==> config.mk <==
export PLATFORM = sky130hd
export DESIGN_NAME = serdes_tx_scheduler
export DESIGN_NICKNAME = d
export VERILOG_FILES = /design/src/rtl/serdes_tx_scheduler.sv
export SDC_FILE = /design/constraint.sdc
export NUM_CORES = 1
export LEC_CHECK = 0
export ABC_AREA = 1
export ABC_CLOCK_PERIOD_IN_PS = 5200
export BUFFER_PORTS_ARGS = -buffer_cell sky130_fd_sc_hd__buf_2
export CAP_MARGIN = 10
export CORE_MARGIN = 3
export CORE_UTILIZATION = 33
export DETAILED_ROUTE_END_ITERATION = 8
export SLEW_MARGIN = 20
export SYNTH_ARGS = -nofsm -noshare
export SYNTH_HDL_FRONTEND = slang
export SYNTH_SLANG_ARGS = --single-unit
==> constraint.sdc <==
create_clock -name clk -period 5.2 [get_ports clk]
set_input_delay 0.26 -clock clk [delete_from_list [all_inputs] [get_ports clk]]
set_output_delay 0.26 -clock clk [all_outputs]
set_load 0.01 [all_outputs]
==> src/rtl/serdes_tx_scheduler.sv <==
// Round-robin 4-channel arbiter feeding one byte frame at a time to a serializer; ser_start follows accept by 1 cycle.
// req_ready is held low until ser_done (or, with SERDES_SCHED_TIMEOUT_EN defined, the WAIT watchdog) returns the FSM to IDLE.
module serdes_tx_scheduler #(
    parameter int unsigned TIMEOUT_CYCLES = 64
) (
    input  logic        clk,
    input  logic        nreset,
    input  logic [3:0]  req_valid,
    input  logic [31:0] req_data,
    output logic [3:0]  req_ready,
    output logic        ser_start,
    output logic [9:0]  ser_word,
    input  logic        ser_done,
    output logic [1:0]  active_ch,
    output logic        busy,
    output logic [15:0] frame_cnt,
    output logic        timeout_err
);

    if (TIMEOUT_CYCLES < 2 || TIMEOUT_CYCLES > 255) begin : g_timeout_range
        $error("serdes_tx_scheduler: TIMEOUT_CYCLES must be within 2..255");
    end

    typedef enum logic [1:0] {
        IDLE  = 2'd0,
        START = 2'd1,
        WAIT  = 2'd2
    } state_t;

    state_t      state_q, state_d;
    logic [1:0]  last_grant_q, last_grant_d;
    logic [9:0]  ser_word_q, ser_word_d;
    logic [1:0]  active_ch_q, active_ch_d;
    logic [15:0] frame_cnt_q, frame_cnt_d;
    logic        timeout_err_q, timeout_err_d;
    logic [3:0]  req_ready_c;

    logic [1:0]  grant;
    logic        grant_vld;
    logic [1:0]  search_idx;

`ifdef SERDES_SCHED_TIMEOUT_EN
    localparam logic [7:0] TIMEOUT_LAST = 8'(TIMEOUT_CYCLES - 1);
    logic [7:0] wait_cnt_q, wait_cnt_d;
`endif

    // Search starts one past the previous winner so every channel gets a turn.
    always_comb begin
        grant      = 2'd0;
        grant_vld  = 1'b0;
        search_idx = 2'd0;
        for (int i = 1; i <= 4; i++) begin
            search_idx = last_grant_q + 2'(i);
            if (!grant_vld && req_valid[search_idx]) begin
                grant     = search_idx;
                grant_vld = 1'b1;
            end
        end
    end

    always_comb begin
        state_d       = state_q;
        last_grant_d  = last_grant_q;
        ser_word_d    = ser_word_q;
        active_ch_d   = active_ch_q;
        frame_cnt_d   = frame_cnt_q;
        timeout_err_d = 1'b0;
        req_ready_c   = 4'b0000;
`ifdef SERDES_SCHED_TIMEOUT_EN
        wait_cnt_d    = wait_cnt_q;
`endif
        unique case (state_q)
            IDLE: begin
                if (grant_vld) begin
                    req_ready_c[grant] = 1'b1;
                    ser_word_d         = {grant, req_data[{grant, 3'b000} +: 8]};
                    active_ch_d        = grant;
                    last_grant_d       = grant;
                    state_d            = START;
                end
            end
            START: begin
                state_d = WAIT;
`ifdef SERDES_SCHED_TIMEOUT_EN
                wait_cnt_d = 8'd0;
`endif
            end
            WAIT: begin
                if (ser_done) begin
                    frame_cnt_d = frame_cnt_q + 16'd1;
                    state_d     = IDLE;
                end
`ifdef SERDES_SCHED_TIMEOUT_EN
                else if (wait_cnt_q == TIMEOUT_LAST) begin
                    timeout_err_d = 1'b1;
                    state_d       = IDLE;
                end else begin
                    wait_cnt_d = wait_cnt_q + 8'd1;
                end
`endif
            end
            default: state_d = IDLE;
        endcase
    end

    // last_grant resets to 3 so the first search after reset begins at channel 0.
    always_ff @(posedge clk or posedge nreset) begin
        if (nreset) begin
            state_q       <= IDLE;
            last_grant_q  <= 2'd3;
            ser_word_q    <= 10'd0;
            active_ch_q   <= 2'd0;
            frame_cnt_q   <= 16'd0;
            timeout_err_q <= 1'b0;
        end else begin
            state_q       <= state_d;
            last_grant_q  <= last_grant_d;
            ser_word_q    <= ser_word_d;
            active_ch_q   <= active_ch_d;
            frame_cnt_q   <= frame_cnt_d;
            timeout_err_q <= timeout_err_d;
        end
    end

`ifdef SERDES_SCHED_TIMEOUT_EN
    always_ff @(posedge clk or posedge nreset) begin
        if (nreset) begin
            wait_cnt_q <= 8'd0;
        end else begin
            wait_cnt_q <= wait_cnt_d;
        end
    end
    assign timeout_err = timeout_err_q;
`else
    assign timeout_err = 1'b0;
`endif

    // The accept strobe is combinational, so reset must mask it directly.
    assign req_ready = nreset ? 4'b0000 : req_ready_c;
    assign ser_start = (state_q == START);
    assign busy      = (state_q == START) || (state_q == WAIT);
    assign ser_word  = ser_word_q;
    assign active_ch = active_ch_q;
    assign frame_cnt = frame_cnt_q;

endmodule

==> reports/qor.yml, run 1 <==
status:
  outcome: "complete, no violations"
clock_tree:
  clk_latency_ps: 280
  cts_root_buf: "clkbuf_8"
  cts_num_sinks: 30
  cts_setup_buffers: 0
  cts_resized: 0
  hold_buffers: 0
  htree_levels: 2
  cts_tree: "built"
  ctsLongestPathBuffers: 2
  clkTransAtPathRegs_ps: 60
  cts_made_buffers: 5
synthesis:
  synthArstFlopShare_pct: 100
  syn_inst: 254
  yosysWarningCount: 0
  syn_nets: 298
  synth_edf_count: 0
  synth-seq-area-share_pct: 38.4
  syn_area_per_cell_um2: 7.72
  synth.distinct_cells: 31
  ys.flop_type: "dfrtp_1"
  netlist_area_um2: 1960
  synth_seq_cells: 30
power:
  total_power_mw: 1.47
  peakVddDrop_uv: 301
  cellPowerDensity_nw_per_um2: 600
  leakage_nw: 1.41
layout:
  final_cell_mix: "nand2_1, buf_2, nand3_1, dfrtp_1, nand2_2"
  final_common_cell: "nand2_1"
  nets: 370
  syn_to_final_growth_pct: 25.1
  diodes: 0
  instances_no_fill: 398
  drive_above_1_share_pct: 35.9
  fillers: 591
detailed_routing:
  firstDrtPassIters: 4
  vias: 1804
  viasPerCell: 4.53
  ant_nets: 0
  totalWireLength_um: 4870
  wl_per_cell_um: 12.2
  route.detailed.drc: 0
  drt-initial-drc-count: 67
timing:
  skew_ps: 2.87
  fin_crit_sh_pct: 48.9
  finalHoldWorstSlack_ps: 49.9
  finalSetupTns_ps: 0
  final_max_slew_viol_count: 0
  worst_slew_pin_slew_ps: 545
  max_slew_margin_pct: 63.3
  fin_ws_ps: 2660
  setup_violations: 0
  hold_viol_final: 0
  min_period_ps: 2540
  timing.fmax_mhz: 393
  rsz0062_at_grt: "no"
place:
  dp_cells: 391
  pre_cts_slack_ps: 2950
  port_buffers: 72
  gp_congestion: 0.816
  place_hpwl_um: 3890
setup_path:
  cp.required_ps: 4940
  crit_type: "register to output pin"
  worstPathMaxFanout: 12
  end_kind: "output pin"
  cp-start-kind: "register"
  cp.arrival_ps: 2280
floorplanning:
  die_x_um: 83.1
  start_util_pct: 34.8
  coreArea_um2: 5640
  rows: 27
  die_y_um: 83.1
  dieArea_um2: 6910
  pin_count: 74
grt:
  grt.met3_usage_pct: 4.37
  met1_usage_pct: 20.2
  busiest_layer: "met2"
  grt_usage_pct: 14.9
  grt-ovfl-total: 0
  grt_pass1_wl_um: 8420
  grt_pass1_vias: 1767
  grt_max_degree: 33
  antenna_found_initial: 0
  met2_usage_pct: 23.3
job:
  max_cap_violations: 0
hold_path:
  hold_path.class: "primary input to async pin"
[worst max-delay path: stages (launching register included)]
cell	delay, ps
dfstp_2	680
inv_6	90
nand2_2	70
nand2_1	90
o21ai_2	190
nand3_1	120
nand2_1	330
inv_2	120
nand3_1	120
nor2_1	40
buf_2	140
[kinds of logic (layout without fill, tap and decap cells)]
| logic type | after synthesis | in the layout | synth area share [%] |
|---|---|---|---|
| XOR/XNOR | 15 | 15 | 6.70 |
| AND/OR/NAND/NOR | 166 | 166 | 40.3 |
| AO/OA/AOI/OAI | 8 | 8 | 3.00 |
| buffers and inverters | 29 | 101 | 8.23 |
| other | 1 | 1 | 0.191 |
| flip-flops | 30 | 30 | 38.4 |
| adder cells (fa/ha/maj) | 5 | 5 | 3.19 |
[synth_stat cells, types with 2 or more instances]
cell type,number,area share [%]
dfrtp_1,28,36
xor2_1,9,4.0
nand4_1,5,1.6
buf_6,2,1.1
nand2_1,83,16
nand3_1,32,8.2
ha_1,5,3.2
nand2_4,3,1.7
dfstp_2,2,2.7
inv_2,2,0.38
nor2_1,14,2.7
buf_4,4,1.5
xnor2_1,6,2.7
nor2_2,2,0.64
a21oi_1,2,0.51
nor3_1,2,0.51
o21ai_0,2,0.51
nand2_2,21,6.7
inv_1,18,3.4
[report_power, final]
part / leakage (nW) / switching (mW) / internal, mW
logic: 0.972 / 0.556 / 0.293
clock network: 0.0573 / 0.0863 / 0.153
registers: 0.377 / 0.0703 / 0.313
[metal layers]
layer  up-vias  wire length (um)
li1        941                 -
met1       813              2340
met2        44              2230
met3         6               249
met4         0                60
met5         -                 0
[per-stage QoR]
step                      cell area [um2]  utilization, %
after floorplan                      1960               -
after global placement               2340            41.5
after detailed placement             2340            41.5
after CTS                            2450            43.5
after global routing                 2450            43.5
final                                2450            43.5
[flip-flops by register name, summed over array words and instances, names as in the netlist]
register and flops:
frame_cnt 16, ser_word 10, last_grant_q 2, state_q 2
[final timing paths]
kind | start | to | slack (ps) | cells past startpoint
max | last_grant_q[0] | req_ready[1] | 2660 | 10
min | nreset | frame_cnt[8] | 50 | 3
max reg2reg | last_grant_q[0] | ser_word[0] | 2990 | 11
min reg2reg | frame_cnt[15] | frame_cnt[15] | 460 | 1
max in group asynchronous | nreset | last_grant_q[0] | 4810 | 3
min in group clk | req_data[30] | ser_word[6] | 270 | 5
[cell type report]
| class | count | area (um2) | share of cell area, % |
|---|---|---|---|
| repair buffers | 73 | 368 | 15.0 |
| well taps | 72 | 90.1 | 3.67 |
| flip-flops and latches | 30 | 753 | 30.7 |
| multi-input cells | 195 | 1050 | 42.7 |
| clock buffers | 6 | 82.6 | 3.36 |
| clock inverters | 1 | 30.0 | 1.22 |
| inverters | 21 | 83.8 | 3.41 |
Power figures use the tool's default switching activity.
==> inputs of run 2 (changes only) <==
--- a/config.mk
+++ b/config.mk
@@ -6,7 +6,7 @@
 export NUM_CORES = 1
 export LEC_CHECK = 0
 export ABC_AREA = 1
-export ABC_CLOCK_PERIOD_IN_PS = 5200
+export ABC_CLOCK_PERIOD_IN_PS = 2500
 export BUFFER_PORTS_ARGS = -buffer_cell sky130_fd_sc_hd__buf_2
 export CAP_MARGIN = 10
 export CORE_MARGIN = 3
==> constraint.sdc (replaced) <==
create_clock -name clk -period 2.5 [get_ports clk]
set_input_delay 0.125 -clock clk [delete_from_list [all_inputs] [get_ports clk]]
set_output_delay 0.125 -clock clk [all_outputs]
set_load 0.01 [all_outputs]
==> run 2 against run 1 <==
- cell area is 1.8% higher
- global-route usage is 0.20 points lower
- largest power group unchanged
- core utilization is 0.78 points higher
- clock-buffer cell count is 1 higher
- sequential cell count stayed put
==> reports/qor.yml, run 2 (synthesis gave the netlist of run 1 again) <==
status:
  outcome: "complete, no violations"
timing:
  min_period_ps: 2240
  timing.fmax_mhz: 446
  max_slew_margin_pct: 63.8  # +0.49 points
  fin_crit_sh_pct: 89.8
  finalHoldWorstSlack_ps: 6.46  # -43.4 ps
  finalSetupTns_ps: 0  # unchanged
  hold_viol_final: 0  # unchanged
  skew_ps: 4.68  # +1.81 ps
  setup_violations: 0  # unchanged
  final_max_slew_viol_count: 0  # unchanged
  rsz0062_at_grt: "no"
  worst_slew_pin_slew_ps: 541  # -4.29 ps
clock_tree:
  clkTransAtPathRegs_ps: 60  # about the same
  cts_resized: 0  # unchanged
  cts_setup_buffers: 0  # unchanged
  cts_root_buf: "clkbuf_8"
  cts_tree: "built"
  htree_levels: 2  # unchanged
  cts_num_sinks: 30  # unchanged
  hold_buffers: 0  # unchanged
  clk_latency_ps: 270  # about the same
  cts_made_buffers: 5  # unchanged
  ctsLongestPathBuffers: 2  # unchanged
grt:
  grt.met3_usage_pct: 2.68  # -1.7 points
  grt_pass1_vias: 1754  # -0.74%
  grt-ovfl-total: 0  # unchanged
  busiest_layer: "met2"
  grt_pass1_wl_um: 8370  # -0.65%
  antenna_found_initial: 0  # unchanged
  grt_max_degree: 31  # -6.1%
  met2_usage_pct: 23.1  # -0.15 points
  grt_usage_pct: 14.7  # -0.20 points
  met1_usage_pct: 20.6  # +0.43 points
layout:
  multiInputGateArea_um2: 1050  # unchanged
  syn_to_final_growth_pct: 27.4
  final_cell_mix: "nand2_1, buf_2, nand3_1, dfrtp_1, nand2_2"
  nets: 377  # +1.9%
  diodes: 0  # unchanged
  seqCellArea_um2: 753  # unchanged
  drive_above_1_share_pct: 36.8  # +0.94 points
  instances_no_fill: 406  # +2.0%
  final_common_cell: "nand2_1"
  fillers: 584  # -1.2%
  largest_register_ff_count: 16  # unchanged
detailed_routing:
  firstDrtPassIters: 4  # unchanged
  wl_per_cell_um: 12.0  # -2.0%
  vias: 1847  # +2.4%
  route.detailed.drc: 0  # unchanged
  viasPerCell: 4.55  # +0.37%
  totalWireLength_um: 4870  # about the same
  ant_nets: 0  # unchanged
  drt-initial-drc-count: 74  # +10%
setup_path:
  cp_slowest_cell: "dfstp_2"
  crit_type: "register to output pin"
  cp_slowest_stage_delay_ps: 620  # -60 ps
  cp-start-kind: "register"
  worstPathMaxFanout: 18  # +6
  path_common_cell: "nand2_1"
  end_kind: "output pin"
  r2r-start: "last_grant_q[0]"
  crit_chain: "buf_2, nand2_1, nand2_2, nand2_1, nand2_1, nand2_1, nand2_2, nand2_4, nand2_8, nand3_1, nor2_1, buf_2"
  reg2reg_depth: 14  # +3
  r2r-end: "ser_word[6]"
  r2r_slack_ps: 420  # -2570 ps
  cp.arrival_ps: 2120  # -160 ps
  cp.required_ps: 2380  # -2560 ps
hold_path:
  hold_path.class: "primary input to async pin"
power:
  swShare_pct: 47.3  # -1.2 points
  leakage_nw: 1.43  # +2.0%
  pwr-share-comb_pct: 60.9  # +3.2 points
  cellPowerDensity_nw_per_um2: 1280  # +110%
  internal-power_mw: 1.69  # +120%
  p_sw_mw: 1.51  # +110%
  peakVddDrop_uv: 555  # +84%
  pwr-share-clk_pct: 14.6  # -1.7 points
  p_seq_share_pct: 24.6  # -1.5 points
floorplanning:
  start_util_pct: 34.8  # unchanged
  die_y_um: 83.1  # unchanged
  dieArea_um2: 6910  # unchanged
  rows: 27  # unchanged
  pin_count: 74  # unchanged
  die_x_um: 83.1  # unchanged
  coreArea_um2: 5640  # unchanged
place:
  place_hpwl_um: 3790  # -2.4%
  dp_cells: 392  # +0.26%
  port_buffers: 72  # unchanged
  gp_congestion: 0.789  # -3.3%
job:
  max_cap_violations: 0  # unchanged
==> run 2: worst max-delay path by stage <==
stage / startpoint / end / depth (start not counted)
3_5_place_dp: last_grant_q[0] / ser_word[5] / 9
2_1_floorplan: last_grant_q[0] / req_ready[1] / 12
4_1_cts: last_grant_q[0] / req_ready[1] / 11
6_report: last_grant_q[0] / req_ready[3] / 12
3_3_place_gp: last_grant_q[0] / ser_word[1] / 9
5_1_grt: last_grant_q[0] / req_ready[1] / 12
==> run 2: routing by layer <==
metal | wire length (um) | vias up | share of wire, %
met5 | 0 | - | 0
met4 | 52 | 0 | 1.1
met3 | 207 | 5 | 4.3
met2 | 2300 | 47 | 47
met1 | 2310 | 837 | 47
li1 | - | 958 | -
==> run 2: layout make-up <==
class / instances / area share (%)
multi-input cells: 195 / 41.9
flip-flops and latches: 30 / 30.1
repair buffers: 80 / 16.7
well taps: 72 / 3.61
inverters: 21 / 3.36
clock buffers: 7 / 3.05
clock inverters: 1 / 1.20
==> run 2: critical path: cells and delay by family, from the launching register on <==
family | cells | cell delay (ps)
and+or+nand+nor | 10 | 890
DFF | 1 | 620
buffers and inverters | 2 | 340
==> run 2: per-stage QoR <==
stage | cell area [um2] | power, mW | utilization (%) | worst slack (ps)
finish | 2500 | 3.20 | 44.3 | 256
global route | 2500 | 3.53 | 44.3 | 77.8
CTS | 2460 | 3.10 | 43.5 | 160
detailed placement | 2350 | 2.62 | 41.7 | 355
global placement | 2350 | 2.60 | 41.7 | 457
floorplan | 1960 | 2.28 | - | 650
==> run 2: power by group through the flow <==
stage               sequential [mW]  clock (mW)  combinational (mW)
finish                        0.786       0.467                1.95
global placement              0.806           0                1.79
floorplan                     0.801           0                1.48
global route                  0.810       0.504                2.21
detailed placement            0.802           0                1.82
CTS                           0.798       0.483                1.82
==> inputs of run 3 (changes only) <==
--- a/config.mk
+++ b/config.mk
@@ -6,7 +6,7 @@
 export NUM_CORES = 1
 export LEC_CHECK = 0
 export ABC_AREA = 1
-export ABC_CLOCK_PERIOD_IN_PS = 2500
+export ABC_CLOCK_PERIOD_IN_PS = 2900
 export BUFFER_PORTS_ARGS = -buffer_cell sky130_fd_sc_hd__buf_2
 export CAP_MARGIN = 10
 export CORE_MARGIN = 3
==> constraint.sdc (replaced) <==
create_clock -name clk -period 2.9 [get_ports clk]
set_input_delay 0.145 -clock clk [delete_from_list [all_inputs] [get_ports clk]]
set_output_delay 0.145 -clock clk [all_outputs]
set_load 0.01 [all_outputs]
==> run 3 against run 2 <==
- sequential cell count unchanged
- non-clock buffer count down 6
- sequential power down 13%
- register-to-register slack better by 260 ps
- first-iteration DRC count up 36%
==> reports/qor.yml, run 3 (synthesis gave the netlist of run 1 again) <==
floorplanning:
  pin_count: 74  # unchanged
  dieArea_um2: 6910  # unchanged
  start_util_pct: 34.8  # unchanged
  coreArea_um2: 5640  # unchanged
  die_x_um: 83.1  # unchanged
  rows: 27  # unchanged
  die_y_um: 83.1  # unchanged
timing:
  timing.fmax_mhz: 410
  finalSetupTns_ps: 0  # unchanged
  worst_slew_pin_slew_ps: 516  # -24.8 ps
  hold_viol_final: 0  # unchanged
  skew_ps: 5.62  # +0.948 ps
  final_max_slew_viol_count: 0  # unchanged
  rsz0062_at_grt: "no"
  fin_ws_ps: 462  # +206 ps
  fin_crit_sh_pct: 84.1
  setup_violations: 0  # unchanged
  min_period_ps: 2440
  max_slew_margin_pct: 65.3  # +1.5 points
place:
  gp_congestion: 0.835  # +5.9%
  place_hpwl_um: 3830  # +0.88%
  pre_cts_slack_ps: 673  # +318 ps
  postPlaceCellArea_um2: 2340  # -0.32%
  port_buffers: 72  # unchanged
grt:
  grt_max_degree: 30  # -3.2%
  grt_usage_pct: 14.8  # +0.072 points
  grt_pass1_vias: 1702  # -3.0%
  grt_pass1_wl_um: 8400  # +0.33%
  antenna_found_initial: 0  # unchanged
  grt-ovfl-total: 0  # unchanged
setup_path:
  cp-start-kind: "register"
  crit_type: "register to output pin"
  end_kind: "output pin"
  worstPathMaxFanout: 12  # -6
  cp.required_ps: 2760  # +380 ps
  cp.arrival_ps: 2290  # +170 ps
  r2r_slack_ps: 680  # +260 ps
layout:
  syn_to_final_growth_pct: 24.0
  fillers: 592  # +1.4%
  nets: 371  # -1.6%
  diodes: 0  # unchanged
  drive_above_1_share_pct: 35.1  # -1.8 points
  final_cell_mix: "nand2_1, buf_2, nand3_1, dfrtp_1, nand2_2"
  final_area_um2: 2430  # -2.7%
  final_common_cell: "nand2_1"
  largest_register_ff_count: 16  # unchanged
detailed_routing:
  route.detailed.drc: 0  # unchanged
  wl_per_cell_um: 12.3  # +2.4%
  totalWireLength_um: 4910  # +0.84%
  firstDrtPassIters: 4  # unchanged
  viasPerCell: 4.58  # +0.68%
  ant_nets: 0  # unchanged
  vias: 1832  # -0.81%
  drt-initial-drc-count: 101  # +36%
clock_tree:
  htree_levels: 2  # unchanged
  hold_buffers: 1  # +1
  cts_tree: "built"
  cts_setup_buffers: 0  # unchanged
  cts_root_buf: "clkbuf_8"
  clk_latency_ps: 280  # about the same
  cts_made_buffers: 5  # unchanged
  ctsLongestPathBuffers: 2  # unchanged
  cts_resized: 0  # unchanged
  clkTransAtPathRegs_ps: 60  # about the same
  cts_num_sinks: 30  # unchanged
power:
  pwr-share-clk_pct: 12.7  # -1.9 points
  pwr-share-comb_pct: 60.6  # -0.3 points
  cellPowerDensity_nw_per_um2: 1050  # -18%
  internal-power_mw: 1.26  # -26%
  swShare_pct: 50.9  # +3.6 points
  leakage_nw: 1.39  # -2.9%
  p_sw_mw: 1.30  # -14%
  p_seq_share_pct: 26.7  # +2.1 points
  peakVddDrop_uv: 552  # -0.65%
  total_power_mw: 2.56  # -20%
status:
  outcome: "complete, no violations"
job:
  max_cap_violations: 0  # unchanged
hold_path:
  hold_path.class: "primary input to register"
-- run 3: changes by cell type in the layout (fill, tap and decap cells not counted), sizes merged --
| cell | change |
|---|---|
| clkbuf | +1 |
| bufinv | -1 |
| dlygate4sd3 | +1 |
| buf | -7 |
-- run 3: power groups by stage --
stage	Combinational, mW	Clock [mW]	Sequential, mW
floorplan	1.27	0	0.691
finish	1.55	0.324	0.684
detailed placement	1.57	0	0.688
CTS	1.57	0.334	0.685
global placement	1.55	0	0.690
global route	1.77	0.351	0.704
-- run 3: area by class of cell --
type | instances | area [um2] | share of cell area [%]
clock buffer | 8 | 80.1 | 3.29
inverter | 21 | 83.8 | 3.45
multi-input combinational | 195 | 1050 | 43.1
sequential | 30 | 753 | 31.0
tap | 72 | 90.1 | 3.70
timing repair buffer | 74 | 378 | 15.5
-- run 3: final timing paths --
path	start	to	depth (start not counted)
worst max-delay path	last_grant_q[0]	req_ready[1]	10
worst min-delay path	req_data[30]	ser_word[6]	5
worst max register to register	last_grant_q[0]	ser_word[2]	11
worst min register to register	frame_cnt[15]	frame_cnt[15]	1
max in group asynchronous	nreset	last_grant_q[1]	4
min in group asynchronous	nreset	last_grant_q[0]	3
-- run 3: metrics by stage --
step	hold slack [ps]	util, %	cells
3_3_place_gp	261	41.5	391
2_1_floorplan	251	-	254
6_report	168	43.1	400
3_5_place_dp	259	41.5	391
4_1_cts	164	43.1	400
5_1_grt	203	43.1	400
-- run 3: per-layer routing --
| metal | up-vias | global-route usage (%) | part of all wire [%] |
|---|---|---|---|
| met5 | - | 0 | 0 |
| li1 | 947 | - | - |
| met4 | 0 | 5.20 | 1.6 |
| met1 | 832 | 20.2 | 47 |
| met3 | 7 | 3.17 | 5.1 |
| met2 | 46 | 23.2 | 47 |
-- run 3: worst max-delay path: stages (launching register included) --
cell and delay, ps:
dfstp_2 670, inv_6 80, nand2_2 70, nand2_1 90, o21ai_2 200, nand3_1 120
nand2_1 350, inv_2 120, nand3_1 120, nor2_1 40, buf_2 140
